==> src/rtl/regfile_commit_sched_pkg.sv <==
// Shared configuration for the commit scheduler: default sizes, state
// encoding and the head-pointer increment helper.
package regfile_commit_sched_pkg;

    localparam int QENTRIES_DEF = 8;
    localparam int RBIT_DEF     = 6;

    function automatic int qbits_f(input int n);
        return $clog2(n);
    endfunction

    typedef enum logic [1:0] {
        ST_RUN   = 2'd0,
        ST_FLUSH = 2'd1,
        ST_HOLD  = 2'd2
    } state_e;

    // Queue pointers wrap modulo the queue depth.
    function automatic int head_add(input int h, input int n, input int q);
        return (h + n) % q;
    endfunction

endpackage

==> src/rtl/regfile_commit_sched_commit_select.sv <==
// commit_select: combinational pick of up to two retiring queue entries.
// Ports: i_heads0/i_tail0 pointers, i_iq_* entry state; o_c0_*/o_c1_*
// commit slots, o_clr entries leaving the queue, o_adv head advance.
// NVIO_DUAL_COMMIT_EN enables the second slot (otherwise 1 advance max).
module commit_select
    import regfile_commit_sched_pkg::*;
#(
    parameter int QENTRIES = QENTRIES_DEF,
    parameter int RBIT     = RBIT_DEF,
    localparam int QBITS   = qbits_f(QENTRIES)
) (
    input  logic [QBITS-1:0]           i_heads0,
    input  logic [QBITS-1:0]           i_tail0,
    input  logic [QENTRIES-1:0]        i_iq_v,
    input  logic [QENTRIES-1:0]        i_iq_done,
    input  logic [QENTRIES-1:0]        i_iq_rfw,
    input  logic [QENTRIES-1:0][RBIT:0] i_iq_tgt,
    output logic                       o_c0_v,
    output logic [QBITS-1:0]           o_c0_id,
    output logic [RBIT:0]              o_c0_tgt,
    output logic                       o_c1_v,
    output logic [QBITS-1:0]           o_c1_id,
    output logic [RBIT:0]              o_c1_tgt,
    output logic [QENTRIES-1:0]        o_clr,
    output logic [1:0]                 o_adv
);

    logic w_h0_rdy;
    logic w_h0_skip;

    assign w_h0_rdy  = i_iq_v[i_heads0] & i_iq_done[i_heads0];
    // An invalid head is a hole only while the queue is non-empty.
    assign w_h0_skip = ~i_iq_v[i_heads0] & (i_heads0 != i_tail0);

`ifdef NVIO_DUAL_COMMIT_EN
    logic [QBITS-1:0] w_heads1;
    logic             w_h1_rdy;
    logic             w_wcoll;

    assign w_heads1 = QBITS'(head_add(int'(i_heads0), 1, QENTRIES));
    assign w_h1_rdy = i_iq_v[w_heads1] & i_iq_done[w_heads1];
    // Two writes to one register in a cycle are not allowed.
    assign w_wcoll  = i_iq_rfw[i_heads0] & i_iq_rfw[w_heads1]
                    & (i_iq_tgt[i_heads0] == i_iq_tgt[w_heads1]);
`endif

    always_comb begin
        o_c0_v   = 1'b0;
        o_c0_id  = '0;
        o_c0_tgt = '0;
        o_c1_v   = 1'b0;
        o_c1_id  = '0;
        o_c1_tgt = '0;
        o_clr    = '0;
        o_adv    = 2'd0;
        if (w_h0_rdy) begin
            o_c0_v   = 1'b1;
            o_c0_id  = i_heads0;
            o_c0_tgt = i_iq_rfw[i_heads0] ? i_iq_tgt[i_heads0] : '0;
            o_clr[i_heads0] = 1'b1;
            o_adv    = 2'd1;
        end else if (w_h0_skip) begin
            o_clr[i_heads0] = 1'b1;
            o_adv    = 2'd1;
        end
`ifdef NVIO_DUAL_COMMIT_EN
        if (w_h0_rdy && w_h1_rdy && !w_wcoll) begin
            o_c1_v   = 1'b1;
            o_c1_id  = w_heads1;
            o_c1_tgt = i_iq_rfw[w_heads1] ? i_iq_tgt[w_heads1] : '0;
            o_clr[w_heads1] = 1'b1;
            o_adv    = 2'd2;
        end else if (w_h0_skip && w_h1_rdy) begin
            // Skipped hole frees slot0 for the next entry.
            o_c0_v   = 1'b1;
            o_c0_id  = w_heads1;
            o_c0_tgt = i_iq_rfw[w_heads1] ? i_iq_tgt[w_heads1] : '0;
            o_clr[w_heads1] = 1'b1;
            o_adv    = 2'd2;
        end
`endif
    end

endmodule

==> src/rtl/regfile_commit_sched.sv <==
// Register-file commit scheduler: RUN/FLUSH/HOLD control, head pointers
// and registered commit slots. Inputs: clk, rst, iq_* entry state, tail0,
// branchmiss, cmt_hold. Outputs: heads0/1, commit0/1 v/id/tgt, cmt_clr.
// NVIO_DUAL_COMMIT_EN enables dual commit in commit_select.
module regfile_commit_sched
    import regfile_commit_sched_pkg::*;
#(
    parameter int QENTRIES = QENTRIES_DEF,
    parameter int RBIT     = RBIT_DEF,
    localparam int QBITS   = qbits_f(QENTRIES)
) (
    input  logic                        clk,
    input  logic                        rst,
    input  logic [QENTRIES-1:0]         iq_v,
    input  logic [QENTRIES-1:0]         iq_done,
    input  logic [QENTRIES-1:0]         iq_rfw,
    input  logic [QENTRIES-1:0][RBIT:0] iq_tgt,
    input  logic [QBITS-1:0]            tail0,
    input  logic                        branchmiss,
    input  logic                        cmt_hold,
    output logic [QBITS-1:0]            heads0,
    output logic [QBITS-1:0]            heads1,
    output logic                        commit0_v,
    output logic                        commit1_v,
    output logic [QBITS-1:0]            commit0_id,
    output logic [QBITS-1:0]            commit1_id,
    output logic [RBIT:0]               commit0_tgt,
    output logic [RBIT:0]               commit1_tgt,
    output logic [QENTRIES-1:0]         cmt_clr
);

    state_e               r_state;
    state_e               w_next;
    logic                 w_go;
    logic [QBITS-1:0]     r_heads0;
    logic                 r_c0_v, r_c1_v;
    logic [QBITS-1:0]     r_c0_id, r_c1_id;
    logic [RBIT:0]        r_c0_tgt, r_c1_tgt;
    logic [QENTRIES-1:0]  r_clr;

    logic                 w_c0_v, w_c1_v;
    logic [QBITS-1:0]     w_c0_id, w_c1_id;
    logic [RBIT:0]        w_c0_tgt, w_c1_tgt;
    logic [QENTRIES-1:0]  w_clr;
    logic [1:0]           w_adv;

    commit_select #(
        .QENTRIES (QENTRIES),
        .RBIT     (RBIT)
    ) u_sel (
        .i_heads0  (r_heads0),
        .i_tail0   (tail0),
        .i_iq_v    (iq_v),
        .i_iq_done (iq_done),
        .i_iq_rfw  (iq_rfw),
        .i_iq_tgt  (iq_tgt),
        .o_c0_v    (w_c0_v),
        .o_c0_id   (w_c0_id),
        .o_c0_tgt  (w_c0_tgt),
        .o_c1_v    (w_c1_v),
        .o_c1_id   (w_c1_id),
        .o_c1_tgt  (w_c1_tgt),
        .o_clr     (w_clr),
        .o_adv     (w_adv)
    );

    always_comb begin
        w_next = ST_RUN;
        case (r_state)
            ST_FLUSH: w_next = ST_RUN;
            ST_RUN, ST_HOLD: begin
                if (branchmiss)    w_next = ST_FLUSH;
                else if (cmt_hold) w_next = ST_HOLD;
                else               w_next = ST_RUN;
            end
            default:  w_next = ST_RUN;
        endcase
    end

    // Sample a selection only when the registered result lands in RUN,
    // so FLUSH and HOLD cycles always present an idle commit bus.
    assign w_go = (w_next == ST_RUN);

    always_ff @(posedge clk) begin
        if (rst) begin
            r_state  <= ST_RUN;
            r_heads0 <= '0;
            r_c0_v   <= 1'b0;
            r_c0_id  <= '0;
            r_c0_tgt <= '0;
            r_c1_v   <= 1'b0;
            r_c1_id  <= '0;
            r_c1_tgt <= '0;
            r_clr    <= '0;
        end else begin
            r_state <= w_next;
            if (w_go) begin
                r_heads0 <= QBITS'(head_add(int'(r_heads0), int'(w_adv), QENTRIES));
                r_c0_v   <= w_c0_v;
                r_c0_id  <= w_c0_id;
                r_c0_tgt <= w_c0_tgt;
                r_c1_v   <= w_c1_v;
                r_c1_id  <= w_c1_id;
                r_c1_tgt <= w_c1_tgt;
                r_clr    <= w_clr;
            end else begin
                r_c0_v   <= 1'b0;
                r_c0_id  <= '0;
                r_c0_tgt <= '0;
                r_c1_v   <= 1'b0;
                r_c1_id  <= '0;
                r_c1_tgt <= '0;
                r_clr    <= '0;
            end
        end
    end

    assign heads0      = r_heads0;
    assign heads1      = QBITS'(head_add(int'(r_heads0), 1, QENTRIES));
    assign commit0_v   = r_c0_v;
    assign commit0_id  = r_c0_id;
    assign commit0_tgt = r_c0_tgt;
    assign commit1_v   = r_c1_v;
    assign commit1_id  = r_c1_id;
    assign commit1_tgt = r_c1_tgt;
    assign cmt_clr     = r_clr;

endmodule

==> config.mk <==
export PLATFORM = sky130hd
export DESIGN_NAME = regfile_commit_sched
export DESIGN_NICKNAME = d
export VERILOG_FILES = /design/src/rtl/regfile_commit_sched_pkg.sv /design/src/rtl/regfile_commit_sched_commit_select.sv /design/src/rtl/regfile_commit_sched.sv
export SDC_FILE = /design/constraint.sdc
export NUM_CORES = 1
export LEC_CHECK = 0
export ABC_CLOCK_PERIOD_IN_PS = 7100
export BUFFER_PORTS_ARGS = -buffer_cell sky130_fd_sc_hd__buf_2
export CAP_MARGIN = 30
export CORE_UTILIZATION = 30
export CTS_CLUSTER_SIZE = 40
export DETAILED_ROUTE_END_ITERATION = 6
export REMOVE_ABC_BUFFERS = 1
export SLEW_MARGIN = 40
export SYNTH_ARGS = -nofsm -noshare
export SYNTH_HDL_FRONTEND = slang
export SYNTH_HIERARCHICAL = 1
export SYNTH_SLANG_ARGS = --single-unit
==> constraint.sdc <==
create_clock -name clk -period 7.1 [get_ports clk]
set_input_delay 0.355 -clock clk [delete_from_list [all_inputs] [get_ports clk]]
set_output_delay 0.355 -clock clk [all_outputs]
set_load 0.1 [all_outputs]
==> results of run 1 <==
## cells in the mapped netlist, drive strengths merged (2+ instances only)
cell     n  area share
and2    34        0.12
dfxtp   34        0.32
buf     23       0.074
nand2   19       0.034
nor2    13       0.023
a21oi   11       0.026
mux2i   10       0.048
mux4     9       0.096
mux2     6       0.034
nand3    6       0.014
o21ai    6       0.014
clkbuf   5       0.011
inv      4      0.0071
nor4     4       0.018
and3     3       0.011
nor4b    3       0.021
xnor2    3       0.013
a22oi    2      0.0071
ha       2       0.012
nand2b   2      0.0060
nand3b   2      0.0071
nor2b    2      0.0060
nor3     2      0.0071
o211ai   2      0.0071
## sequential cells by signal, summed over array words and instances, names as in the netlist, 3 cells and up
signal       cells
cmt_clr          8
commit0_id       3
commit0_tgt      7
commit1_id       3
commit1_tgt      7
heads0           3
## through the flow
step	instances	setup slack (ns)	utilization	hold slack [ns]	cell area (sq um)
2_1_floorplan	205	2.832	-	0.4024	1966
3_3_place_gp	427	4.214	0.4018	0.4131	2730
3_5_place_dp	427	4.094	0.4018	0.4245	2730
4_1_cts	435	4.078	0.4158	0.2894	2825
5_1_grt	435	3.797	0.4158	0.3133	2825
6_report	435	4.109	0.4158	0.3030	2825
## report_power, final
| part | internal [uW] | leakage (uW) | total (uW) | switching [uW] |
|---|---|---|---|---|
| Clock | 77.9 | 0.0000472 | 150 | 72.3 |
| Combinational | 87.1 | 0.00103 | 249 | 162 |
| Sequential | 199 | 0.000277 | 205 | 5.77 |
## layer usage
metal,GRT usage,up-vias,routed length (microns)
met5,0,-,0
met4,0.05758,0,61
met3,0.03946,6,354
met2,0.2444,85,2481
met1,0.1569,829,2163
li1,-,971,-
## final cells by class
cell class                      count  area [sq um]  share of cell area
Timing Repair Buffer              126         640.6              0.2267
Clock buffer                        6         82.58             0.02923
Clock inverter                      2         12.51            0.004429
Inverter                            5         18.77            0.006643
Tap cell                           96         120.1             0.04252
Sequential cell                    34         681.9              0.2414
Multi-Input combinational cell    166          1269              0.4491
## cell families after synthesis
group | after synthesis | synth area share
and+or+nand+nor | 92 | 0.2738
other | 1 | 0.001784
xor gates and xnor gates | 4 | 0.01667
AOI/OAI and AO/OA | 30 | 0.09107
adders and majority gates | 3 | 0.02143
muxes | 25 | 0.1780
buffers and inverters | 33 | 0.09345
DFF | 34 | 0.3238
## layout by cell type, fill, tap and decap left out, types with 2 or more instances in the layout
cell type	n
clkbuf_8	6
nor4_1	2
mux4_2	9
nor4b_2	3
nor2_1	12
a22oi_1	2
inv_1	4
o21ai_0	6
o211ai_1	2
ha_1	2
conb_1	12
nor2b_1	2
dfxtp_1	33
and2_1	4
nand3b_1	2
mux2i_1	10
and3_1	2
nor4_2	2
a21oi_1	11
nand3_1	6
nand2_1	19
mux2_2	5
xnor2_1	3
nand2b_1	2
buf_2	122
and2_2	30
buf_4	4
## worst max path at each step
stage                                start                endpoint  slack (ns)  cells past startpoint
finish              heads0[1]$_SDFFE_PP0N_  heads0[2]$_SDFFE_PP0N_        4.11                     11
global route        heads0[1]$_SDFFE_PP0N_  heads0[1]$_SDFFE_PP0N_        3.80                     10
CTS                 heads0[1]$_SDFFE_PP0N_  heads0[1]$_SDFFE_PP0N_        4.08                     10
detailed placement  heads0[1]$_SDFFE_PP0N_  heads0[1]$_SDFFE_PP0N_        4.09                     10
global placement    heads0[1]$_SDFFE_PP0N_  heads0[2]$_SDFFE_PP0N_        4.21                     11
floorplan           heads0[0]$_SDFFE_PP0N_  heads0[2]$_SDFFE_PP0N_        2.83                      9
==> summary.md, run 1 <==
| Metric | Value |
|---|---|
| Result of the run | `finished, final reports clean` |
| Worst slew margin | `0.6592` |
| Total GRT Usage | `0.1386` |
| Number of remaining DRC errors | `0` |
| Reg2reg path depth | `11` |
| Largest net degree at the start of global routing | `46` |
| Fillcell total | `707` |
| Final Cycle Share | `0.4212` |
| Max Slew Vio Count | `0` |
| Mapped Cells | `222` |
| CP arrival | `about 3.2 ns` |
| EDFF count, synth | `0` |
| Vias post-DR | `1891` |
| Vias in the first global route | `1768` |
| Die area | `7345 sq um` |
| Maximum VDD drop | `104.4 uV` |
| Crit start category | `flop` |
| Hold crit path type | `input port to flop` |
| CTS Buffer Depth | `2` |
| Average size of a mapped cell | `roughly 9.5 sq um` |
| Hold path start | `rst` |
| Die height | `85.71 microns` |
| Final nets | `~430` |
| Total power draw | `around 600 uW` |
| CP Cell Sequence | `buf_4 > mux2i_1 > o21ai_0 > a22oi_1 > and3_4 > a21oi_1 > ha_1 > inv_1 > fa_1 > or3_1 > a21oi_1` |
| Post-Syn Area | `2102 sq um` |
| Layout cell share with drive strength beyond 1 | `0.5575` |
| Total gr overflow | `0` |
| Seq/Total Area, Yosys | `0.3238` |
| Post-Route WL | `~5 mm` |
| Initial antenna violation count | `0` |
| Hpwl dp | `3.801 mm` |
| Yosys warnings | `6` |
| Setup TNS | `0 ns` |
| CTS H-tree depth | `2` |
| Critical R2R Launch | `heads0[1]$_SDFFE_PP0N_` |
| Required @ worst endpoint | `7.33 ns` |
| Hold buffer count at CTS | `0` |
| Violation count after the first detailed-route iteration | `50` |
| Most frequent CP cell | `a21oi_1` |
| Worst Hold Path EP | `heads0[2]$_SDFFE_PP0N_` |
| Number of diodes | `0` |
| CP delay by family, top | `flip-flops` |
| Min Tclk post-route | `between 2 and 3 ns` |
| R2R setup slack | `4.11 ns` |
| Worst Path Buf+Inv | `2` |
| Pleak | `0.001350 uW` |
| CTS root buffer | `clkbuf_8` |
| CP max stage cell | `dfxtp_1` |
| Worst hold path depth | `2` |
| Drt first pass iters | `4` |
| Area of the core | `6794 sq um` |
| Worst-path fanout max | `26` |
| Initial Util | `0.3094` |
| Achievable frequency | `0.3344 GHz` |
| P&R area growth vs syn | `34.40%` |
| RSZ-0062 raised after global routing | `no` |
| Final Wtd Congestion | `0.7753` |
| Global-route wire length before repair | `8.010 mm` |
| Primary FF master, synth | `dfxtp_1` |
| Core Rows | `30` |
| I/O pins | `123` |
| R2r endpoint | `heads0[2]$_SDFFE_PP0N_` |
| Endpoints failing hold | `0` |
| CTS tree | `built` |
| PwrDens | `between 200 and 250 nW/um^2` |
| Endpoints failing setup | `0` |
| Clock skew | `0.007186 ns` |
| I/O Buffers | `122` |
| Fraction of registers with async set/reset | `0` |
| Maxcap violations | `0` |
| Worst-Skew Late Latency | `0.29 ns` |
| Wire length per cell | `11.63 microns` |
| # clock sinks | `34` |
| Vias per Instance | `4.347` |
| Setup Buffers After CTS | `0` |
| Clock-pin slew on the worst setup and hold paths | `0.07 ns` |
| Worst setup EP type | `flop` |
| Flops & latches, synth | `34` |
| Post-synth cell types | `48` |
| Cts repair resizes | `0` |
| Die Wd | `85.71 microns` |
| CP Class | `flop to flop` |
| Final ANT Viol Nets | `0` |
| CTS buffer count | `5` |
| Worst slew pin tran | `~0.51 ns` |
| Crit path largest cell delay | `0.64 ns` |
(Power assumes the default switching activity.)
==> run 2, diff against run 1 <==
- ABC_CLOCK_PERIOD_IN_PS: 7100 -> 2500
- clock period: 7.1 -> 2.5 ns (I/O delays scaled with it)
==> run 2 against run 1 <==
Against the previous run: global-route usage decreased by 0.41 points; fmax rose by 21%; largest cell class unchanged; power grew to 2.9 times the previous value; clock skew barely moved; worst hold slack got worse by 0.23 ns; sequential power increased to 2.8 times the previous value; register-to-register slack got worse by 4.1 ns; critical path depth shrank 2; final area rose by 4.1%; non-clock buffer count is 12 higher.
==> summary.md, run 2 (synthesized netlist as in run 1, its figures left out) <==
| Metric | Value |
|---|---|
| Result of the run | `finished, final reports clean (unchanged)` |
| Crit path largest cell delay | `0.49 ns (was 0.64 ns)` |
| Die Wd | `85.71 microns (unchanged)` |
| CTS Buffer Depth | `2 (unchanged)` |
| Worst slew pin tran | `0.6796 ns (was 0.5112 ns)` |
| Min Tclk post-route | `2.468 ns (was 2.991 ns)` |
| Maxcap violations | `0 (unchanged)` |
| CTS H-tree depth | `2 (unchanged)` |
| Hold crit path type | `input port to flop (unchanged)` |
| Worst-Skew Late Latency | `0.28 ns (was 0.29 ns)` |
| PwrDens | `599.2 nW/um^2 (was 213.8 nW/um^2)` |
| P&R area growth vs syn | `39.88% (was 34.40%)` |
| Largest register FFs | `8 (unchanged)` |
| CTS tree | `built (unchanged)` |
| Max Slew Vio Count | `0 (unchanged)` |
| Vias in the first global route | `1731 (was 1768)` |
| CP Cell Sequence | `mux4_2 > mux2_4 > and3_4 > a21oi_2 > ha_2 > inv_2 > fa_2 > or3_1 > a21oi_1 (was buf_4 > mux2i_1 > o21ai_0 > a22oi_1 > and3_4 > a21oi_1 > ha_1 > inv_1 > fa_1 > or3_1 > a21oi_1)` |
| Initial Util | `0.3094 (unchanged)` |
| Final ANT Viol Nets | `0 (unchanged)` |
| Total GRT Usage | `0.1344 (was 0.1386)` |
| Most common cell after layout, fill and taps aside | `buf_2 (unchanged)` |
| CP Class | `flop to flop (unchanged)` |
| Global-route wire length before repair | `7.769 mm (was 8.010 mm)` |
| Required @ worst endpoint | `2.72 ns (was 7.33 ns)` |
| Fillcell total | `685 (was 707)` |
| CTS root buffer | `clkbuf_8 (unchanged)` |
| Wire length per cell | `11.29 microns (was 11.63 microns)` |
| Fin area | `2940 sq um (was 2825 sq um)` |
| Total gr overflow | `0 (unchanged)` |
| Maximum VDD drop | `283.3 uV (was 104.4 uV)` |
| Vias per Instance | `4.320 (was 4.347)` |
| Achievable frequency | `0.4051 GHz (was 0.3344 GHz)` |
| Number of diodes | `0 (unchanged)` |
| Die height | `85.71 microns (unchanged)` |
| Initial antenna violation count | `0 (unchanged)` |
| Final Wtd Congestion | `0.8184 (was 0.7753)` |
| Post-placement cell area | `2828 sq um (was 2730 sq um)` |
| Final Cycle Share | `0.9874 (was 0.4212)` |
| CP max stage cell | `mux4_2 (was dfxtp_1)` |
| Clock-pin slew on the worst setup and hold paths | `0.07 ns (about the same)` |
| Most frequent cells in the layout | `buf_2 (121), dfxtp_1 (33), and2_2 (30) (was buf_2 (122), dfxtp_1 (33), and2_2 (30))` |
| Vias post-DR | `1931 (was 1891)` |
| CP arrival | `2.69 ns (was 3.22 ns)` |
| Final nets | `440 (was 428)` |
| # clock sinks | `34 (unchanged)` |
| Endpoints failing setup | `0 (unchanged)` |
| Die area | `7345 sq um (unchanged)` |
| Final Core Density | `0.4328 (was 0.4158)` |
| Largest net degree at the start of global routing | `31 (was 46)` |
| Pleak | `0.001412 uW (was 0.001350 uW)` |
| I/O Buffers | `122 (unchanged)` |
| Number of remaining DRC errors | `0 (unchanged)` |
| Hpwl dp | `4.011 mm (was 3.801 mm)` |
| I/O pins | `123 (unchanged)` |
| Post-Route WL | `5.045 mm (was 5.061 mm)` |
| Endpoints failing hold | `0 (unchanged)` |
| Core Rows | `30 (unchanged)` |
| Worst setup EP type | `flop (unchanged)` |
| Worst slew margin | `0.5465 (was 0.6592)` |
| Layout cell share with drive strength beyond 1 | `0.5840 (was 0.5575)` |
| Violation count after the first detailed-route iteration | `63 (was 50)` |
| CTS buffer count | `5 (unchanged)` |
| RSZ-0062 raised after global routing | `yes (was no)` |
| Area of the core | `6794 sq um (unchanged)` |
| Worst-path fanout max | `4 (was 26)` |
| Drt first pass iters | `4 (unchanged)` |
| Clock skew | `0.007435 ns (was 0.007186 ns)` |
| Crit start category | `flop (unchanged)` |
## run 2: cell type report
type	instances	area, sq um	area share
multi-input cells	166	1280	0.4353
repair buffers	138	745.7	0.2536
flip-flops and latches	34	684.4	0.2328
well taps	96	120.1	0.04085
clock buffers	7	86.33	0.02936
inverters	5	18.77	0.006383
clock inverters	1	5.005	0.001702
## run 2: final timing paths
kind                                              from                endpoint  slack, ns  cells after the start
worst min-delay path                               rst  heads0[2]$_SDFFE_PP0N_       0.08                      2
worst max register to register  heads0[0]$_SDFFE_PP0N_  heads0[2]$_SDFFE_PP0N_       0.03                      9
worst min register to register   r_state[0]$_SDFF_PP0_   r_state[0]$_SDFF_PP0_       0.43                      1
worst max-delay path            heads0[0]$_SDFFE_PP0N_  heads0[2]$_SDFFE_PP0N_       0.03                      9
## run 2: power by group
part / switching, uW / leakage, uW / internal [uW]
registers: 11.8 / 0.000277 / 565
logic: 479 / 0.00109 / 292
clock network: 192 / 0.0000482 / 222
total: 683 / 0.00141 / 1080
## run 2: repair_timing
| action | CTS | global route |
|---|---|---|
| buffers inserted | 0 | 1 |
| cloned | 0 | 0 |
| setup endpoints to repair | 1 | 2 |
| hold buffers | 0 | 0 |
| gates resized for setup | 4 | 3 |
| pin swaps | 1 | 3 |
## run 2: stage by stage
stage                     worst slack, ns  power [uW]  TNS [ns]  std cells  hold WS [ns]
after floorplan                    -1.768        1143    -24.68        205        0.1941
after global placement           -0.01370        1346  -0.01370        438        0.3669
after detailed placement         -0.04928        1350  -0.04928        438        0.3723
after CTS                        0.005223        1775         0        446       0.07043
after global routing             -0.03670        1862  -0.03991        447       0.07930
final                             0.03152        1762         0        447       0.07514
## run 2: critical path: cells and delay by family, from the launching register on
kind                     cells  cell delay [ns]
flip-flops                   1             0.37
AND/OR/NAND/NOR              2             0.49
multiplexers                 2             0.77
AO/OA/AOI/OAI                2             0.24
adder cells (fa/ha/maj)      2             0.49
buffers and inverters        1             0.04
## run 2: metal layers
metal,up-vias,track usage,routed length (microns)
met5,-,0,0
met4,0,0.06061,117
met3,10,0.03561,370
met2,89,0.2247,2360
met1,839,0.1620,2197
li1,993,-,-
==> run 3, diff against run 2 <==
==> constraint.sdc (replaced) <==
create_clock -name clk -period 2.5 [get_ports clk]
set_input_delay 0.5 -clock clk [delete_from_list [all_inputs] [get_ports clk]]
set_output_delay 0.5 -clock clk [all_outputs]
set_load 0.1 [all_outputs]
==> run 3 against run 2 <==
Against the previous run: via count rose by 0.73%; sequential share of layout area barely moved; clock-buffer cell count fell by 1; cell count decreased by 0.67%; setup slack worse by 0.0078 ns; die area did not move; utilization rose by 0.11 points; critical path type unchanged.
==> summary.md, run 3 (synthesized netlist as in run 1, its figures left out) <==
| Metric | Value |
|---|---|
| Result of the run | `finished, final reports clean (unchanged)` |
| M3 GR Usage | `0.02214 (was 0.03561)` |
| Maximum VDD drop | `312.4 uV (was 283.3 uV)` |
| Number of remaining DRC errors | `0 (unchanged)` |
| CTS tree | `built (unchanged)` |
| Sequential Power Share | `0.329 (was 0.327)` |
| Vias post-DR | `1945 (was 1931)` |
| P&R area growth vs syn | `40.24% (was 39.88%)` |
| Clock network power share | `0.224 (was 0.235)` |
| Clock-pin slew on the worst setup and hold paths | `0.07 ns (about the same)` |
| Max Slew Vio Count | `0 (unchanged)` |
| Fillcell total | `687 (was 685)` |
| Grt met1 use | `0.1589 (was 0.1620)` |
| Total GRT Usage | `0.1397 (was 0.1344)` |
| I/O Buffers | `122 (unchanged)` |
| Setup slack after layout | `0.02371 ns (was 0.03152 ns)` |
| Violation count after the first detailed-route iteration | `71 (was 63)` |
| Internal cell power | `1075 uW (was 1079 uW)` |
| Required @ worst endpoint | `2.71 ns (was 2.72 ns)` |
| Hold buffer count at CTS | `0 (unchanged)` |
| Die Wd | `85.71 microns (unchanged)` |
| CTS root buffer | `clkbuf_8 (unchanged)` |
| Final nets | `439 (was 440)` |
| RSZ-0062 raised after global routing | `yes (unchanged)` |
| Endpoints failing setup | `0 (unchanged)` |
| Psw | `678.0 uW (was 682.6 uW)` |
| Pre-CTS setup slack | `-0.2914 ns (was -0.04928 ns)` |
| Endpoints failing hold | `0 (unchanged)` |
| Post-Route WL | `5.137 mm (was 5.045 mm)` |
| Worst hold slack | `0.4389 ns (was 0.07514 ns)` |
| Area of the core | `6794 sq um (unchanged)` |
| Initial Util | `0.3094 (unchanged)` |
| Maxcap violations | `0 (unchanged)` |
| Crit start category | `flop (unchanged)` |
| CTS H-tree depth | `2 (unchanged)` |
| Core Rows | `30 (unchanged)` |
| Sw Share | `0.3867 (was 0.3874)` |
| Number of diodes | `0 (unchanged)` |
| Met2 usage | `0.2604 (was 0.2247)` |
| Total gr overflow | `0 (unchanged)` |
| Placed insts | `438 (unchanged)` |
| CP Class | `flop to flop (unchanged)` |
| Layer with the highest usage | `met2 (unchanged)` |
| Hpwl dp | `4.107 mm (was 4.011 mm)` |
| Total power draw | `1753 uW (was 1762 uW)` |
| Largest net degree at the start of global routing | `40 (was 31)` |
| Vias per Instance | `4.381 (was 4.320)` |
| Most frequent cells in the layout | `buf_2 (120), dfxtp_1 (32), and2_2 (30) (was buf_2 (121), dfxtp_1 (33), and2_2 (30))` |
| PwrDens | `594.8 nW/um^2 (was 599.2 nW/um^2)` |
| Worst-path fanout max | `3 (was 4)` |
| I/O pins | `123 (unchanged)` |
| Final Wtd Congestion | `0.7923 (was 0.8184)` |
| Global-route wire length before repair | `8.114 mm (was 7.769 mm)` |
| Die height | `85.71 microns (unchanged)` |
| Min Tclk post-route | `2.476 ns (was 2.468 ns)` |
| CTS buffer count | `5 (unchanged)` |
| Initial antenna violation count | `0 (unchanged)` |
| CTS Buffer Depth | `2 (unchanged)` |
| Clock skew | `0.009565 ns (was 0.007435 ns)` |
| Worst slew pin tran | `0.6540 ns (was 0.6796 ns)` |
| Largest register FFs | `8 (unchanged)` |
| Hold crit path type | `flop to flop (was input port to flop)` |
| Worst setup EP type | `flop (unchanged)` |
| Achievable frequency | `0.4038 GHz (was 0.4051 GHz)` |
| CP arrival | `2.69 ns (about the same)` |
| Final Non-Filler Cells | `444 (was 447)` |
| # clock sinks | `34 (unchanged)` |
| Worst slew margin | `0.5636 (was 0.5465)` |
| Setup Buffers After CTS | `0 (unchanged)` |
| Pleak | `0.001408 uW (was 0.001412 uW)` |
| Final Cycle Share | `0.9905 (was 0.9874)` |
| Layout cell share with drive strength beyond 1 | `0.5862 (was 0.5840)` |
| Die area | `7345 sq um (unchanged)` |
| Final ANT Viol Nets | `0 (unchanged)` |
| Worst-Skew Late Latency | `0.28 ns (about the same)` |
| Most common cell after layout, fill and taps aside | `buf_2 (unchanged)` |
| Comb pwr share | `0.447 (was 0.437)` |
| Drt first pass iters | `4 (unchanged)` |
| Wire length per cell | `11.57 microns (was 11.29 microns)` |
| Vias in the first global route | `1840 (was 1731)` |
run 3: changes by cell type in the layout (fill, tap and decap cells not counted):
cell      delta
dfxtp_1      -1
dfxtp_2      +1
buf_4        -2
o21ai_1      -1
o21ai_0      +1
clkbuf_1     -1
buf_8        +1
buf_12       +1
clkinv_2     -1
buf_2        -1
run 3: routing by layer:
| metal | wire, microns | share of wire | vias to the layer above |
|---|---|---|---|
| li1 | - | - | 989 |
| met1 | 2213 | 0.43 | 874 |
| met2 | 2590 | 0.50 | 80 |
| met3 | 295 | 0.057 | 2 |
| met4 | 36 | 0.0070 | 0 |
| met5 | 0 | 0 | - |
run 3: stage by stage:
| stage | TNS (ns) | util | instance area, sq um |
|---|---|---|---|
| final | 0 | 0.4339 | 2948 |
| after global routing | -0.03611 | 0.4339 | 2948 |
| after CTS | 0 | 0.4322 | 2937 |
| after detailed placement | -0.4096 | 0.4184 | 2843 |
| after global placement | -0.2841 | 0.4184 | 2843 |
| after floorplan | -25.81 | - | 1966 |
run 3: path summary, 6_finish.rpt:
| path | to | slack (ns) | cells past startpoint | from |
|---|---|---|---|---|
| hold / removal | r_state[0]$_SDFF_PP0_ | 0.44 | 1 | r_state[0]$_SDFF_PP0_ |
| setup / recovery | heads0[2]$_SDFFE_PP0N_ | 0.02 | 9 | heads0[0]$_SDFFE_PP0N_ |
| hold reg to reg | r_state[0]$_SDFF_PP0_ | 0.44 | 1 | r_state[0]$_SDFF_PP0_ |
| setup reg to reg | heads0[2]$_SDFFE_PP0N_ | 0.02 | 9 | heads0[0]$_SDFFE_PP0N_ |
run 3: worst max-delay path, cell delays in order (launching register included):
cell     delay, ns
dfxtp_4       0.37
mux4_2        0.48
mux2_4        0.28
and3_4        0.18
a21oi_2       0.10
ha_2          0.18
inv_2         0.04
fa_2          0.32
or3_1         0.31
a21oi_1       0.13
run 3: power groups by stage:
stage / registers (uW) / clock network, uW / logic, uW
6_report: 577 / 393 / 783
5_1_grt: 580 / 432 / 837
4_1_cts: 577 / 409 / 781
3_5_place_dp: 589 / 0 / 773
3_3_place_gp: 589 / 0 / 765
2_1_floorplan: 793 / 0 / 351
run 3: final cells by class:
class	instances	area [sq um]	share of cell area
Inverter	5	18.77	0.006367
Multi-Input combinational cell	166	1280	0.4342
Tap cell	96	120.1	0.04075
Timing Repair Buffer	137	760.7	0.2581
Sequential cell	34	685.7	0.2326
Clock buffer	6	82.58	0.02801
run 3: what timing repair did:
action,in CTS,in global routing
endpoints found under the setup margin,1,10
gates resized for setup,4,5
gates cloned,0,0
pin swaps,2,0
